### config.mk
export PLATFORM = sky130hd
export DESIGN_NAME = rx_lp_seq_detector_flat
export DESIGN_NICKNAME = d
export VERILOG_FILES = /design/src/rtl/rx_lp_seq_detector_if.sv /design/src/rtl/rx_lp_seq_detector.sv /design/src/flat_wrapper.sv
export SDC_FILE = /design/constraint.sdc
export NUM_CORES = 1
export LEC_CHECK = 0
export ABC_AREA = 0
export CAP_MARGIN = 5
export CORE_MARGIN = 10
export CORE_UTILIZATION = 50
export DETAILED_ROUTE_END_ITERATION = 12
export PLACE_DENSITY_LB_ADDON = 0.2
export SLEW_MARGIN = 10
export SYNTH_ARGS = -nofsm -noshare
export SYNTH_HDL_FRONTEND = slang
export SYNTH_SLANG_ARGS = --single-unit
### constraint.sdc
create_clock -name clk -period 3.3 [get_ports clk]
set_input_delay 0.495 -clock clk [delete_from_list [all_inputs] [get_ports clk]]
set_output_delay 0.495 -clock clk [all_outputs]
set_load 0.01 [all_outputs]
### src/rtl/rx_lp_seq_detector_if.sv
// LP line levels and enable toward the detector, plus the state and event outputs it returns.
interface rx_lp_seq_detector_if;
  logic       A;
  logic       B;
  logic       C;
  logic       En;
  logic [3:0] State;
  logic [1:0] CtrlCode;
  logic       RxStop;
  logic       HsEntry;
  logic       TaEntry;
  logic       EscEntry;
  logic       ErrPulse;

  modport master (
    output A, B, C, En,
    input  State, CtrlCode, RxStop, HsEntry, TaEntry, EscEntry, ErrPulse
  );

  modport slave (
    input  A, B, C, En,
    output State, CtrlCode, RxStop, HsEntry, TaEntry, EscEntry, ErrPulse
  );
endinterface

### src/rtl/rx_lp_seq_detector.sv
// LP line sequence detector: synchronises and deglitches the {A,B,C} code, then tracks
// the HS / turnaround / escape entry sequences with a dwell timeout on transient states.
module rx_lp_seq_detector #(
  parameter int SYNC_STAGES    = 2,
  parameter int FILTER_CYCLES  = 4,
  parameter int TIMEOUT_CYCLES = 1024
) (
  input  logic                 clk,
  input  logic                 rst_n,
  rx_lp_seq_detector_if.slave  lp
);

  localparam int              TW       = $clog2(TIMEOUT_CYCLES);
  localparam logic [7:0]      FILT_MAX = 8'(FILTER_CYCLES);
  localparam logic [TW-1:0]   TO_LAST  = TW'(TIMEOUT_CYCLES - 1);

  typedef enum logic [3:0] {
    ST_STOP     = 4'd0,
    ST_HS_RQST  = 4'd1,
    ST_HS       = 4'd2,
    ST_LP_RQST  = 4'd3,
    ST_LP_YIELD = 4'd4,
    ST_TA_RQST  = 4'd5,
    ST_TA       = 4'd6,
    ST_ESC_RQST = 4'd7,
    ST_ESC      = 4'd8,
    ST_ERR      = 4'd9
  } state_e;

  function automatic logic [7:0] sat_inc(input logic [7:0] v);
    return (v >= FILT_MAX) ? FILT_MAX : v + 8'd1;
  endfunction

  function automatic logic [1:0] decode(input logic [2:0] code);
    case (code)
      3'b111:  return 2'b00;
      3'b001:  return 2'b01;
      3'b000:  return 2'b10;
      default: return 2'b11;
    endcase
  endfunction

  // Stage p0: synchroniser chain, keeps sampling regardless of En
  logic [2:0] sync_p0 [SYNC_STAGES];
  logic [2:0] s_p0;

  always_ff @(posedge clk or negedge rst_n) begin
    if (!rst_n) begin
      for (int i = 0; i < SYNC_STAGES; i++) sync_p0[i] <= 3'b000;
    end else begin
      sync_p0[0] <= {lp.A, lp.B, lp.C};
      for (int i = 1; i < SYNC_STAGES; i++) sync_p0[i] <= sync_p0[i-1];
    end
  end

  assign s_p0 = sync_p0[SYNC_STAGES-1];

  // Stage p1/p2: run-length filter; a zero count means the filter restarts from S
  logic [2:0] cand_p1;
  logic [7:0] cnt_p1;
  logic [2:0] acc_p1;
  logic       vld_p2;
  logic       filt_new;
  logic [7:0] cnt_nxt;
  logic       accept;

  always_comb begin
    filt_new = (cnt_p1 == 8'd0) || (s_p0 != cand_p1);
    cnt_nxt  = filt_new ? 8'd1 : sat_inc(cnt_p1);
    accept   = (cnt_nxt == FILT_MAX) && (filt_new || (cnt_p1 != FILT_MAX));
  end

  always_ff @(posedge clk or negedge rst_n) begin
    if (!rst_n) begin
      cand_p1 <= 3'b000;
      cnt_p1  <= 8'd0;
      acc_p1  <= 3'b111;
      vld_p2  <= 1'b0;
    end else if (!lp.En) begin
      cand_p1 <= s_p0;
      cnt_p1  <= 8'd0;
      acc_p1  <= 3'b111;
      vld_p2  <= 1'b0;
    end else begin
      cand_p1 <= s_p0;
      cnt_p1  <= cnt_nxt;
      if (accept) acc_p1 <= s_p0;
      // Re-accepting the code already held is not a change and must not move the FSM
      vld_p2  <= accept && (s_p0 != acc_p1);
    end
  end

  // Stage p3: sequence FSM and registered outputs
  state_e        state_p3, state_nxt;
  logic [TW-1:0] tcnt_p3, tcnt_nxt;
  logic [1:0]    ctrl_p3, ctrl_nxt;
  logic          rxstop_p3, rxstop_nxt;
  logic          hs_p3, ta_p3, esc_p3, err_p3;
  logic          hs_nxt, ta_nxt, esc_nxt, err_nxt;
  logic          transient;

  always_ff @(posedge clk or negedge rst_n) begin
    if (!rst_n) begin
      state_p3  <= ST_STOP;
      tcnt_p3   <= '0;
      ctrl_p3   <= 2'b00;
      rxstop_p3 <= 1'b0;
      hs_p3     <= 1'b0;
      ta_p3     <= 1'b0;
      esc_p3    <= 1'b0;
      err_p3    <= 1'b0;
    end else begin
      state_p3  <= state_nxt;
      tcnt_p3   <= tcnt_nxt;
      ctrl_p3   <= ctrl_nxt;
      rxstop_p3 <= rxstop_nxt;
      hs_p3     <= hs_nxt;
      ta_p3     <= ta_nxt;
      esc_p3    <= esc_nxt;
      err_p3    <= err_nxt;
    end
  end

  always_comb begin
    state_nxt = state_p3;
    transient = (state_p3 == ST_HS_RQST) || (state_p3 == ST_LP_RQST) ||
                (state_p3 == ST_LP_YIELD) || (state_p3 == ST_TA_RQST) ||
                (state_p3 == ST_ESC_RQST);
    if (vld_p2) begin
      if (acc_p1 == 3'b111) begin
        state_nxt = ST_STOP;
      end else begin
        case (state_p3)
          ST_STOP:     state_nxt = (acc_p1 == 3'b001) ? ST_HS_RQST :
                                   (acc_p1 == 3'b100) ? ST_LP_RQST : ST_ERR;
          ST_HS_RQST:  state_nxt = (acc_p1 == 3'b000) ? ST_HS : ST_ERR;
          ST_LP_RQST:  state_nxt = (acc_p1 == 3'b000) ? ST_LP_YIELD : ST_ERR;
          ST_LP_YIELD: state_nxt = (acc_p1 == 3'b100) ? ST_TA_RQST :
                                   (acc_p1 == 3'b010) ? ST_ESC_RQST : ST_ERR;
          ST_TA_RQST:  state_nxt = (acc_p1 == 3'b000) ? ST_TA : ST_ERR;
          ST_ESC_RQST: state_nxt = (acc_p1 == 3'b000) ? ST_ESC : ST_ERR;
          default:     state_nxt = state_p3;
        endcase
      end
    end else if (transient && (tcnt_p3 == TO_LAST)) begin
      state_nxt = ST_ERR;
    end

    tcnt_nxt   = (transient && (state_nxt == state_p3)) ? tcnt_p3 + TW'(1) : '0;
    hs_nxt     = (state_nxt == ST_HS)  && (state_p3 != ST_HS);
    ta_nxt     = (state_nxt == ST_TA)  && (state_p3 != ST_TA);
    esc_nxt    = (state_nxt == ST_ESC) && (state_p3 != ST_ESC);
    err_nxt    = (state_nxt == ST_ERR) && (state_p3 != ST_ERR);
    ctrl_nxt   = decode(acc_p1);
    rxstop_nxt = (state_nxt == ST_STOP);

    if (!lp.En) begin
      state_nxt  = ST_STOP;
      tcnt_nxt   = '0;
      hs_nxt     = 1'b0;
      ta_nxt     = 1'b0;
      esc_nxt    = 1'b0;
      err_nxt    = 1'b0;
      ctrl_nxt   = 2'b00;
      rxstop_nxt = 1'b0;
    end
  end

  assign lp.State    = state_p3;
  assign lp.CtrlCode = ctrl_p3;
  assign lp.RxStop   = rxstop_p3;
  assign lp.HsEntry  = hs_p3;
  assign lp.TaEntry  = ta_p3;
  assign lp.EscEntry = esc_p3;
  assign lp.ErrPulse = err_p3;

endmodule
### src/flat_wrapper.sv
// flat-port wrapper written by rule: the top's interface ports become plain ports
module rx_lp_seq_detector_flat 
#(
  parameter int SYNC_STAGES    = 2,
  parameter int FILTER_CYCLES  = 4,
  parameter int TIMEOUT_CYCLES = 1024
)
  (clk, rst_n, lp_A, lp_B, lp_C, lp_En, lp_State, lp_CtrlCode, lp_RxStop, lp_HsEntry, lp_TaEntry, lp_EscEntry, lp_ErrPulse);
  rx_lp_seq_detector_if lp_i ();
  input  logic clk;
  input  logic rst_n;
  input wire logic [$bits(lp_i.A)-1:0] lp_A;
  input wire logic [$bits(lp_i.B)-1:0] lp_B;
  input wire logic [$bits(lp_i.C)-1:0] lp_C;
  input wire logic [$bits(lp_i.En)-1:0] lp_En;
  output wire logic [$bits(lp_i.State)-1:0] lp_State;
  output wire logic [$bits(lp_i.CtrlCode)-1:0] lp_CtrlCode;
  output wire logic [$bits(lp_i.RxStop)-1:0] lp_RxStop;
  output wire logic [$bits(lp_i.HsEntry)-1:0] lp_HsEntry;
  output wire logic [$bits(lp_i.TaEntry)-1:0] lp_TaEntry;
  output wire logic [$bits(lp_i.EscEntry)-1:0] lp_EscEntry;
  output wire logic [$bits(lp_i.ErrPulse)-1:0] lp_ErrPulse;
  assign lp_i.A = lp_A;
  assign lp_i.B = lp_B;
  assign lp_i.C = lp_C;
  assign lp_i.En = lp_En;
  assign lp_State = lp_i.State;
  assign lp_CtrlCode = lp_i.CtrlCode;
  assign lp_RxStop = lp_i.RxStop;
  assign lp_HsEntry = lp_i.HsEntry;
  assign lp_TaEntry = lp_i.TaEntry;
  assign lp_EscEntry = lp_i.EscEntry;
  assign lp_ErrPulse = lp_i.ErrPulse;
  rx_lp_seq_detector #(.SYNC_STAGES(SYNC_STAGES), .FILTER_CYCLES(FILTER_CYCLES), .TIMEOUT_CYCLES(TIMEOUT_CYCLES)) u_core (.clk(clk), .rst_n(rst_n), .lp(lp_i));
endmodule
==> results.sh, run 1 <==
export IMPL_status="finished, final reports clean"
export IMPL_area_growth_pct=13.57
export IMPL_power_density_nw_per_um2=403.1
export IMPL_drive_gt1_share_pct=9.417
export IMPL_cts_tree="done"
export IMPL_rsz0062_at_grt="no"
export IMPL_die_w_um=85.13
export IMPL_worst_setup_path_start_kind="flop"
export IMPL_fmaxAchievable_mhz=461.1
export IMPL_cts_resized_gates=0
export IMPL_via_count=1555
export IMPL_yosysWarnings=0
export IMPL_hold_violations=0
export IMPL_postCtsHoldBufs=0
export IMPL_antenna_left=0
export IMPL_drt_iter0_drc=172
export IMPL_cap_violations=0
export IMPL_vdd_drop_max_uv=343.8
export IMPL_antenna_found_initial=0
export IMPL_first_pass_iters=4
export IMPL_skew_ns=0.007901
export IMPL_report_final_slew_viol_count=0
export IMPL_worst_r2r_path_depth=5
export IMPL_fin_util_pct=59.36
export IMPL_clk_pin_slew_ns=0.08
export IMPL_pin_count=17
export IMPL_grt_pass1_wl_mm=7.638
export IMPL_clock_sinks=42
export IMPL_syn_instance_count=203
export IMPL_initial_core_util_pct=52.27
export IMPL_remaining_drc_errors=0
export IMPL_cts_buffers=5
export IMPL_synth_seq_area_share_pct=49.73
export IMPL_clk_latency_ns=0.30
export IMPL_layout_min_cycle_time_ns=2.169
export IMPL_fin_crit_sh_pct=65.72
export IMPL_cp_end_kind="flop"
export IMPL_ys_seq_elements=42
export IMPL_path_class="flop to flop"
export IMPL_holdCritPathClass="input pin to async pin"
export IMPL_grt_ovfl_total=0
export IMPL_totalWireLength_mm=4.364
export IMPL_cp_required_ns=3.50
export IMPL_nNetsFinal=231
export IMPL_rows=23
export IMPL_cts_htree_levels=2
export IMPL_async_flop_share_pct=100.0
export IMPL_cp_arrival_ns=2.37
export IMPL_synth_edf_count=0
export IMPL_p_leak_nw=0.9475
export IMPL_dieArea_um2=7246
export IMPL_crit_fanout=15
export IMPL_io_buffers=16
export IMPL_slew_headroom_pct=40.65
export IMPL_hpwl_mm=3.118
export IMPL_die_height_um=85.13
export IMPL_grt_max_degree=43
export IMPL_syn_area_um2=2121
export IMPL_total_power_mw=0.9709
export IMPL_grt_pass1_vias=1588
export IMPL_worstMarginPinSlew_ns=0.8903
export IMPL_post_drt_wl_per_cell_um=15.99
export IMPL_synth_ff_type="dfrtp_1"
export IMPL_n_antenna_cell=0
export IMPL_track_usage_pct=12.83
export IMPL_synth_avg_cell_area_um2=10.45
export IMPL_clockBufferDepth=2
export IMPL_final_setup_tns_ns=0
export IMPL_root_buffer="clkbuf_8"
export IMPL_place_gp_congestion=0.9190
export IMPL_viasPerCell=5.696
export IMPL_synthDistinctLibCells=49
export IMPL_coreArea_um2=4058
export IMPL_setup_viol=0
export IMPL_cts_setup_buffers=0
[synthesized netlist by cell type, types with 3 or more instances]
library cell | count | area share, %
dfrtp_1 | 39 | 46
nand3_1 | 6 | 1.4
clkbuf_1 | 3 | 0.53
buf_2 | 4 | 0.94
o21ai_0 | 7 | 1.7
nand2b_1 | 6 | 1.8
a21boi_0 | 3 | 1.1
nor2_1 | 18 | 3.2
xor2_1 | 11 | 4.5
nand2_1 | 13 | 2.3
nor2b_1 | 5 | 1.5
dfstp_2 | 3 | 3.7
inv_1 | 8 | 1.4
xnor2_1 | 5 | 2.1
nor4_1 | 5 | 1.5
ha_1 | 3 | 1.8
o21ai_1 | 3 | 0.71
nor3_1 | 4 | 0.94
a21oi_1 | 6 | 1.4
nand4_1 | 6 | 1.8
mux2i_1 | 3 | 1.4
[cell type report]
cell class,count,area [um^2]
clock buffers,5,68.82
multi-input cells,149,1012
repair buffers,16,155.1
well taps,50,62.56
inverters,8,30.03
flip-flops and latches,42,1055
clock inverters,3,25.02
fillers,340,1649
[flip-flops by register name (all words and copies together), names as in the netlist]
| name | flops |
|---|---|
| u_core.vld_p2 | 1 |
| u_core.lp.HsEntry | 1 |
| u_core.s_p0 | 3 |
| u_core.lp.TaEntry | 1 |
| u_core.cnt_p1 | 8 |
| u_core.sync_p0 | 3 |
| u_core.acc_p1 | 3 |
| u_core.lp.ErrPulse | 1 |
| u_core.lp.RxStop | 1 |
| u_core.tcnt_p3 | 10 |
| u_core.cand_p1 | 3 |
| u_core.lp.EscEntry | 1 |
| u_core.lp.State | 4 |
| u_core.lp.CtrlCode | 2 |
[kinds of logic (layout without fill, tap and decap cells)]
family | count (synthesis) | after routing | synth area share, %
buf+inv | 16 | 32 | 3.245
fa+ha+maj | 3 | 3 | 1.770
flops | 42 | 42 | 49.73
simple gates | 79 | 79 | 20.35
xor+xnor | 16 | 16 | 6.607
mux | 3 | 3 | 1.416
compound gates | 43 | 43 | 16.70
other cells | 1 | 5 | 0.1768
[routing by layer]
metal	global-route usage (%)	vias to the layer above	part of all wire, %
met2	20.57	42	47
met4	4.790	0	1.5
met5	0	-	0
li1	-	755	-
met3	4.780	8	5.5
met1	15.25	750	46
[report_power, final]
part | internal (mW) | switching [mW]
logic | 0.0340 | 0.0426
clock network | 0.153 | 0.190
registers | 0.533 | 0.0191
total | 0.720 | 0.251
[worst paths after layout]
path	startpoint	endpoint	slack, ns
min reg2reg	u_core.sync_p0[4]	u_core.s_p0[1]	0.36
min	rst_n	u_core.cnt_p1[1]	0.32
max in group asynchronous	rst_n	u_core.vld_p2	2.43
max	u_core.acc_p1[1]	u_core.lp.HsEntry	1.13
max reg2reg	u_core.acc_p1[1]	u_core.lp.HsEntry	1.13
min in group clk	u_core.sync_p0[4]	u_core.s_p0[1]	0.36
[layout by cell type, fill, tap and decap left out, types with 6 or more instances in the layout]
cell / netlist / layout
dfrtp_1: 39 / 39
nand2_1: 13 / 13
inv_1: 8 / 8
o21ai_0: 7 / 7
nand4_1: 6 / 6
xor2_1: 11 / 11
nor2_1: 18 / 18
a21oi_1: 6 / 6
nand3_1: 6 / 6
nand2b_1: 6 / 6
clkdlybuf4s50_1: 0 / 15
[per-stage QoR]
stage / cells / instance area [um^2] / worst slack, ns / hold slack [ns]
2_1_floorplan: 207 / 2136 / 1.461 / 0.1994
3_3_place_gp: 265 / 2315 / 1.225 / 0.3350
3_5_place_dp: 265 / 2315 / 1.228 / 0.3395
4_1_cts: 273 / 2409 / 1.217 / 0.3465
5_1_grt: 273 / 2409 / 1.011 / 0.3659
6_report: 273 / 2409 / 1.131 / 0.3190
[critical path, stage by stage (launching register included)]
cell	delay (ns)
dfstp_2	0.70
nand3_1	0.29
nand2_1	0.22
a2bb2oi_1	0.40
nand3_1	0.21
nor4_1	0.27
No activity file was read; power rests on OpenSTA's default activity.
==> run 2, diff against run 1 <==
==> constraint.sdc (replaced) <==
create_clock -name clk -period 2.15 [get_ports clk]
set_input_delay 0.3225 -clock clk [delete_from_list [all_inputs] [get_ports clk]]
set_output_delay 0.3225 -clock clk [all_outputs]
set_load 0.01 [all_outputs]
==> run 2 against run 1 <==
Effect of this change: combinational power increased by 78%; sequential cell count unchanged; via count increased by 4.1%; routed wire length increased by 4.1%; clock power rose by 53%; maximum frequency rose by 4.2%; clock-buffer cell count is the same; register-to-register slack worse by 1.1 ns; largest cell class unchanged.
==> results.sh, run 2 (same netlist as run 1, synthesis figures left out) <==
export IMPL_dieArea_um2=7246
export IMPL_crit_end="u_core.tcnt_p3[6]"
export IMPL_worstMarginPinSlew_ns=0.4897
export IMPL_root_buffer="clkbuf_8"
export IMPL_pin_count=17
export IMPL_drive_gt1_share_pct=17.84
export IMPL_cts_htree_levels=2
export IMPL_place_gp_congestion=0.9053
export IMPL_antenna_found_initial=0
export IMPL_nFillCells=316
export IMPL_clk_pin_slew_ns=0.09
export IMPL_worst_setup_path_start_kind="flop"
export IMPL_setup_viol=0
export IMPL_max_flop_register="u_core.tcnt_p3"
export IMPL_initial_core_util_pct=52.27
export IMPL_layout_min_cycle_time_ns=2.081
export IMPL_stdcell_count=291
export IMPL_die_height_um=85.13
export IMPL_slew_headroom_pct=67.01
export IMPL_area_growth_pct=21.83
export IMPL_grt_ovfl_total=0
export IMPL_r2r_setup_slack_ns=0.07
export IMPL_p_sw_share_pct=25.47
export IMPL_r2r_start="u_core.acc_p1[1]"
export IMPL_post_drt_wl_per_cell_um=15.61
export IMPL_power_frac_comb_pct=9.0
export IMPL_vdd_drop_max_uv=479.5
export IMPL_drt_iter0_drc=220
export IMPL_hold_violations=0
export IMPL_first_pass_iters=4
export IMPL_clkPwrFrac_pct=34.8
export IMPL_seq_power_share_pct=56.1
export IMPL_reg2reg_to="u_core.tcnt_p3[6]"
export IMPL_die_w_um=85.13
export IMPL_grt_max_degree=27
export IMPL_cts_buffers=5
export IMPL_via_count=1619
export IMPL_grt_pass1_wl_mm=7.507
export IMPL_track_usage_pct=12.51
export IMPL_skew_ns=0.007176
export IMPL_n_antenna_cell=0
export IMPL_fin_crit_sh_pct=96.79
export IMPL_path_class="flop to flop"
export IMPL_largest_reg_flops=10
export IMPL_viasPerCell=5.564
export IMPL_power_density_nw_per_um2=582.2
export IMPL_dp_cells=278
export IMPL_p_leak_nw=1.037
export IMPL_worst_r2r_path_depth=5
export IMPL_fmaxAchievable_mhz=480.5
export IMPL_status="finished, final reports clean"
export IMPL_totalWireLength_mm=4.542
export IMPL_io_buffers=16
export IMPL_clockBufferDepth=2
export IMPL_cts_tree="done"
export IMPL_cap_violations=0
export IMPL_cp_required_ns=2.38
export IMPL_critPathLaunch="u_core.acc_p1[1]"
export IMPL_internal_power_mw=1.121
export IMPL_p_switching_mw=0.3831
export IMPL_final_common_cell="dfrtp_1"
export IMPL_rows=23
export IMPL_cp_end_kind="flop"
export IMPL_remaining_drc_errors=0
export IMPL_nNetsFinal=249
export IMPL_report_final_slew_viol_count=0
export IMPL_cp_arrival_ns=2.31
export IMPL_hold_ws_ns=0.3543
export IMPL_layout_common_cells="dfrtp_1, nor2_1, buf_4"
export IMPL_clk_latency_ns=0.29
export IMPL_hpwl_mm=3.301
export IMPL_antenna_left=0
export IMPL_grt_pass1_vias=1573
export IMPL_holdCritPathClass="flop to flop"
export IMPL_coreArea_um2=4058
export IMPL_crit_fanout=15
export IMPL_clock_sinks=42
[run 2: cell types whose count changed in the layout (fill, tap and decap cells not counted), sizes merged]
cell         before  now
buf               1   17
inv               9   10
dlygate4sd3       0    1
o211ai            3    4
clkinv            1    0
[run 2: layer usage]
metal,track usage [%],up-vias,share of wire (%)
met5,0,-,0
met3,4.015,6,5.7
met4,4.641,0,1.5
li1,-,798,-
met2,19.69,44,48
met1,15.62,771,45
[run 2: worst max-delay path: stages, from the launching register on]
cell and delay, ns:
dfstp_2 0.45, or3_1 0.43, or4b_4 0.55, a31oi_4 0.25
o211ai_2 0.18, nor2_1 0.14
[run 2: power by group through the flow]
stage          logic (mW)  clock network [mW]  registers (mW)
2_1_floorplan      0.0755                   0           0.850
3_3_place_gp        0.129                   0           0.858
3_5_place_dp        0.130                   0           0.860
4_1_cts             0.133               0.546           0.844
5_1_grt             0.151               0.591           0.849
6_report            0.136               0.524           0.844
[run 2: how the worst min path moves through the flow]
stage | cells after the start | start | to | slack (ns)
after floorplan | 0 | rst_n | u_core.cand_p1[0] | 0.03
after global placement | 1 | rst_n | u_core.cnt_p1[1] | 0.26
after detailed placement | 1 | rst_n | u_core.cnt_p1[2] | 0.27
after CTS | 0 | u_core.sync_p0[5] | u_core.s_p0[2] | 0.36
after global routing | 0 | u_core.sync_p0[5] | u_core.s_p0[2] | 0.37
final | 0 | u_core.sync_p0[5] | u_core.s_p0[2] | 0.35
[run 2: cell type report]
cell class              instances  area, um^2  area share (%)
multi-input cells             150        1055           40.82
well taps                      50       62.56           2.421
inverters                       8       30.03           1.162
repair buffers                 33       285.3           11.04
clock buffers                   5       68.82           2.663
clock inverters                 3       27.53           1.065
flip-flops and latches         42        1055           40.82
[run 2: stage by stage]
step | power [mW] | util (%) | worst slack, ns | cell area, um^2 | TNS [ns]
floorplan | 0.9256 | - | 0.3112 | 2136 | 0
detailed placement | 0.9905 | 59.45 | 0.1473 | 2412 | 0
global placement | 0.9873 | 59.45 | 0.1237 | 2412 | 0
finish | 1.504 | 63.68 | 0.06902 | 2584 | 0
CTS | 1.523 | 62.07 | 0.1124 | 2519 | 0
global route | 1.590 | 63.68 | -0.08085 | 2584 | -0.1517
[run 2: repair_timing]
| action | 4_1_cts | 5_1_grt |
|---|---|---|
| endpoints found under the setup margin | 0 | 6 |
| hold buffers | 1 | 0 |
| gates resized for setup | 0 | 5 |
| buffers inserted | 0 | 3 |
| hold endpoints to repair | 16 | 0 |
==> run 3, diff against run 2 <==
--- a/config.mk
+++ b/config.mk
@@ -7,9 +7,10 @@
 export LEC_CHECK = 0
 export ABC_AREA = 0
 export CAP_MARGIN = 5
-export CORE_MARGIN = 10
+export CORE_MARGIN = 3
 export CORE_UTILIZATION = 50
 export DETAILED_ROUTE_END_ITERATION = 12
+export GPL_TIMING_DRIVEN = 0
 export PLACE_DENSITY_LB_ADDON = 0.2
 export SLEW_MARGIN = 10
 export SYNTH_ARGS = -nofsm -noshare
==> run 3 against run 2 <==
Effect of this change: clock skew is 0.0045 ns higher; design area down 2.1%; clock power rose by 1%; critical path depth is 2 higher; largest power group unchanged; largest cell class unchanged; maximum frequency up 2.8%; sequential cell count stayed put; critical endpoint is now u_core.lp.State[3]; combinational power is 7% higher; highest routed layer unchanged; sequential power decreased by 1%; clock-buffer cell count is 2 higher.
==> results.sh, run 3 (same netlist as run 1, synthesis figures left out) <==
export IMPL_viasPerCell=5.470
export IMPL_slew_headroom_pct=58.08
export IMPL_vdd_drop_max_uv=431.5
export IMPL_grt_pass1_vias=1543
export IMPL_antenna_found_initial=0
export IMPL_nNetsFinal=243
export IMPL_post_drt_wl_per_cell_um=14.61
export IMPL_p_leak_nw=1.012
export IMPL_dieArea_um2=5059
export IMPL_hold_ws_ns=0.3560
export IMPL_drt_iter0_drc=139
export IMPL_clk_pin_slew_ns=0.08
export IMPL_clockBufferDepth=2
export IMPL_totalWireLength_mm=4.163
export IMPL_holdCritPathClass="flop to flop"
export IMPL_cts_tree="done"
export IMPL_drive_gt1_share_pct=13.62
export IMPL_power_density_nw_per_um2=597.3
export IMPL_setup_viol=0
export IMPL_first_pass_iters=4
export IMPL_fin_crit_sh_pct=94.14
export IMPL_hold_violations=0
export IMPL_pin_count=17
export IMPL_place_ws_ns=0.07444
export IMPL_grt_pass1_wl_mm=7.279
export IMPL_area_growth_pct=19.29
export IMPL_cp_end_kind="flop"
export IMPL_clock_sinks=42
export IMPL_cp_arrival_ns=2.25
export IMPL_die_height_um=71.13
export IMPL_skew_ns=0.01164
export IMPL_path_class="flop to flop"
export IMPL_layout_min_cycle_time_ns=2.024
export IMPL_place_area_um2=2374
export IMPL_final_common_cell="dfrtp_1"
export IMPL_report_final_slew_viol_count=0
export IMPL_hpwl_mm=3.041
export IMPL_cap_violations=0
export IMPL_track_usage_pct=18.19
export IMPL_coreArea_um2=4058
export IMPL_n_antenna_cell=0
export IMPL_status="finished, final reports clean"
export IMPL_layout_common_cells="dfrtp_1, nor2_1, clkdlybuf4s50_1"
export IMPL_antenna_left=0
export IMPL_nFillCells=344
export IMPL_worst_setup_path_start_kind="flop"
export IMPL_rows=23
export IMPL_largest_reg_flops=10
export IMPL_final_area_um2=2530
export IMPL_holdPathStages=0
export IMPL_worst_r2r_path_depth=7
export IMPL_remaining_drc_errors=0
export IMPL_place_gp_congestion=0.9583
export IMPL_cts_buffers=5
export IMPL_cp_required_ns=2.38
export IMPL_clk_latency_ns=0.29
export IMPL_max_flop_register="u_core.tcnt_p3"
export IMPL_timing_final_ws_setup_ns=0.1259
export IMPL_fmaxAchievable_mhz=494.1
export IMPL_io_buffers=16
export IMPL_initial_core_util_pct=52.27
export IMPL_via_count=1559
export IMPL_crit_fanout=10
export IMPL_worstMarginPinSlew_ns=0.6209
export IMPL_cts_htree_levels=2
export IMPL_grt_max_degree=32
export IMPL_die_w_um=71.13
export IMPL_grt_ovfl_total=0
export IMPL_rsz0062_at_grt="no"
export IMPL_root_buffer="clkbuf_8"
[run 3: changes by cell type in the layout (fill, tap and decap cells not counted), sizes merged]
cell      previous run  this run
o211ai               4         3
inv                 10         9
clkbuf               5        10
clkinvlp             1         0
buf                 17         9
[run 3: final cells by class]
cell class              count  area, um^2  area share, %
flip-flops and latches     42        1055          41.69
plain buffers               8       38.79          1.533
inverters                   8       30.03          1.187
clock inverters             1       8.758         0.3462
clock buffers               7       86.33          3.412
repair buffers             20       212.7          8.408
multi-input cells         149        1036          40.95
well taps                  50       62.56          2.473
[run 3: final timing paths]
path,end,start,slack (ns)
setup / recovery,u_core.lp.State[3],u_core.lp.State[1],0.13
hold / removal,u_core.s_p0[1],u_core.sync_p0[4],0.36
hold reg to reg,u_core.s_p0[1],u_core.sync_p0[4],0.36
max in group asynchronous,u_core.acc_p1[1],rst_n,1.21
setup reg to reg,u_core.lp.State[3],u_core.lp.State[1],0.13
min in group asynchronous,u_core.cnt_p1[1],rst_n,0.43
[run 3: report_power, final]
part | total, mW | internal, mW | switching (mW)
registers | 0.834 | 0.818 | 0.0162
logic | 0.146 | 0.0622 | 0.0834
clock network | 0.531 | 0.265 | 0.266
[run 3: critical path, stage by stage (launching register included)]
cell	delay (ns)
dfrtp_1	0.38
buf_2	0.18
nand2b_1	0.21
a2111oi_4	0.30
buf_4	0.20
o31ai_1	0.08
a31oi_1	0.41
and2_1	0.20
[run 3: repair_timing]
item | 4_1_cts | 5_1_grt
endpoints found under the hold margin | 11 | 0
hold buffers | 1 | 0
setup buffers | 0 | 2
setup endpoints to repair | 0 | 16
resized for setup | 0 | 4
[run 3: stage by stage]
step           power [mW]  utilization [%]  setup TNS, ns  instances
2_1_floorplan      0.9256                -              0        207
3_3_place_gp       0.9861            58.13         -8.442        273
3_5_place_dp       0.9919            58.50              0        274
4_1_cts             1.527            61.09              0        283
5_1_grt             1.573            62.35              0        285
6_report            1.511            62.35              0        285
[run 3: routing by layer]
layer / wire length (um) / GRT usage [%] / part of all wire (%)
met1: 2011 / 24.70 / 48
met2: 1944 / 28.73 / 47
met3: 148 / 3.693 / 3.6
met4: 59 / 7.098 / 1.4
met5: 0 / 0 / 0
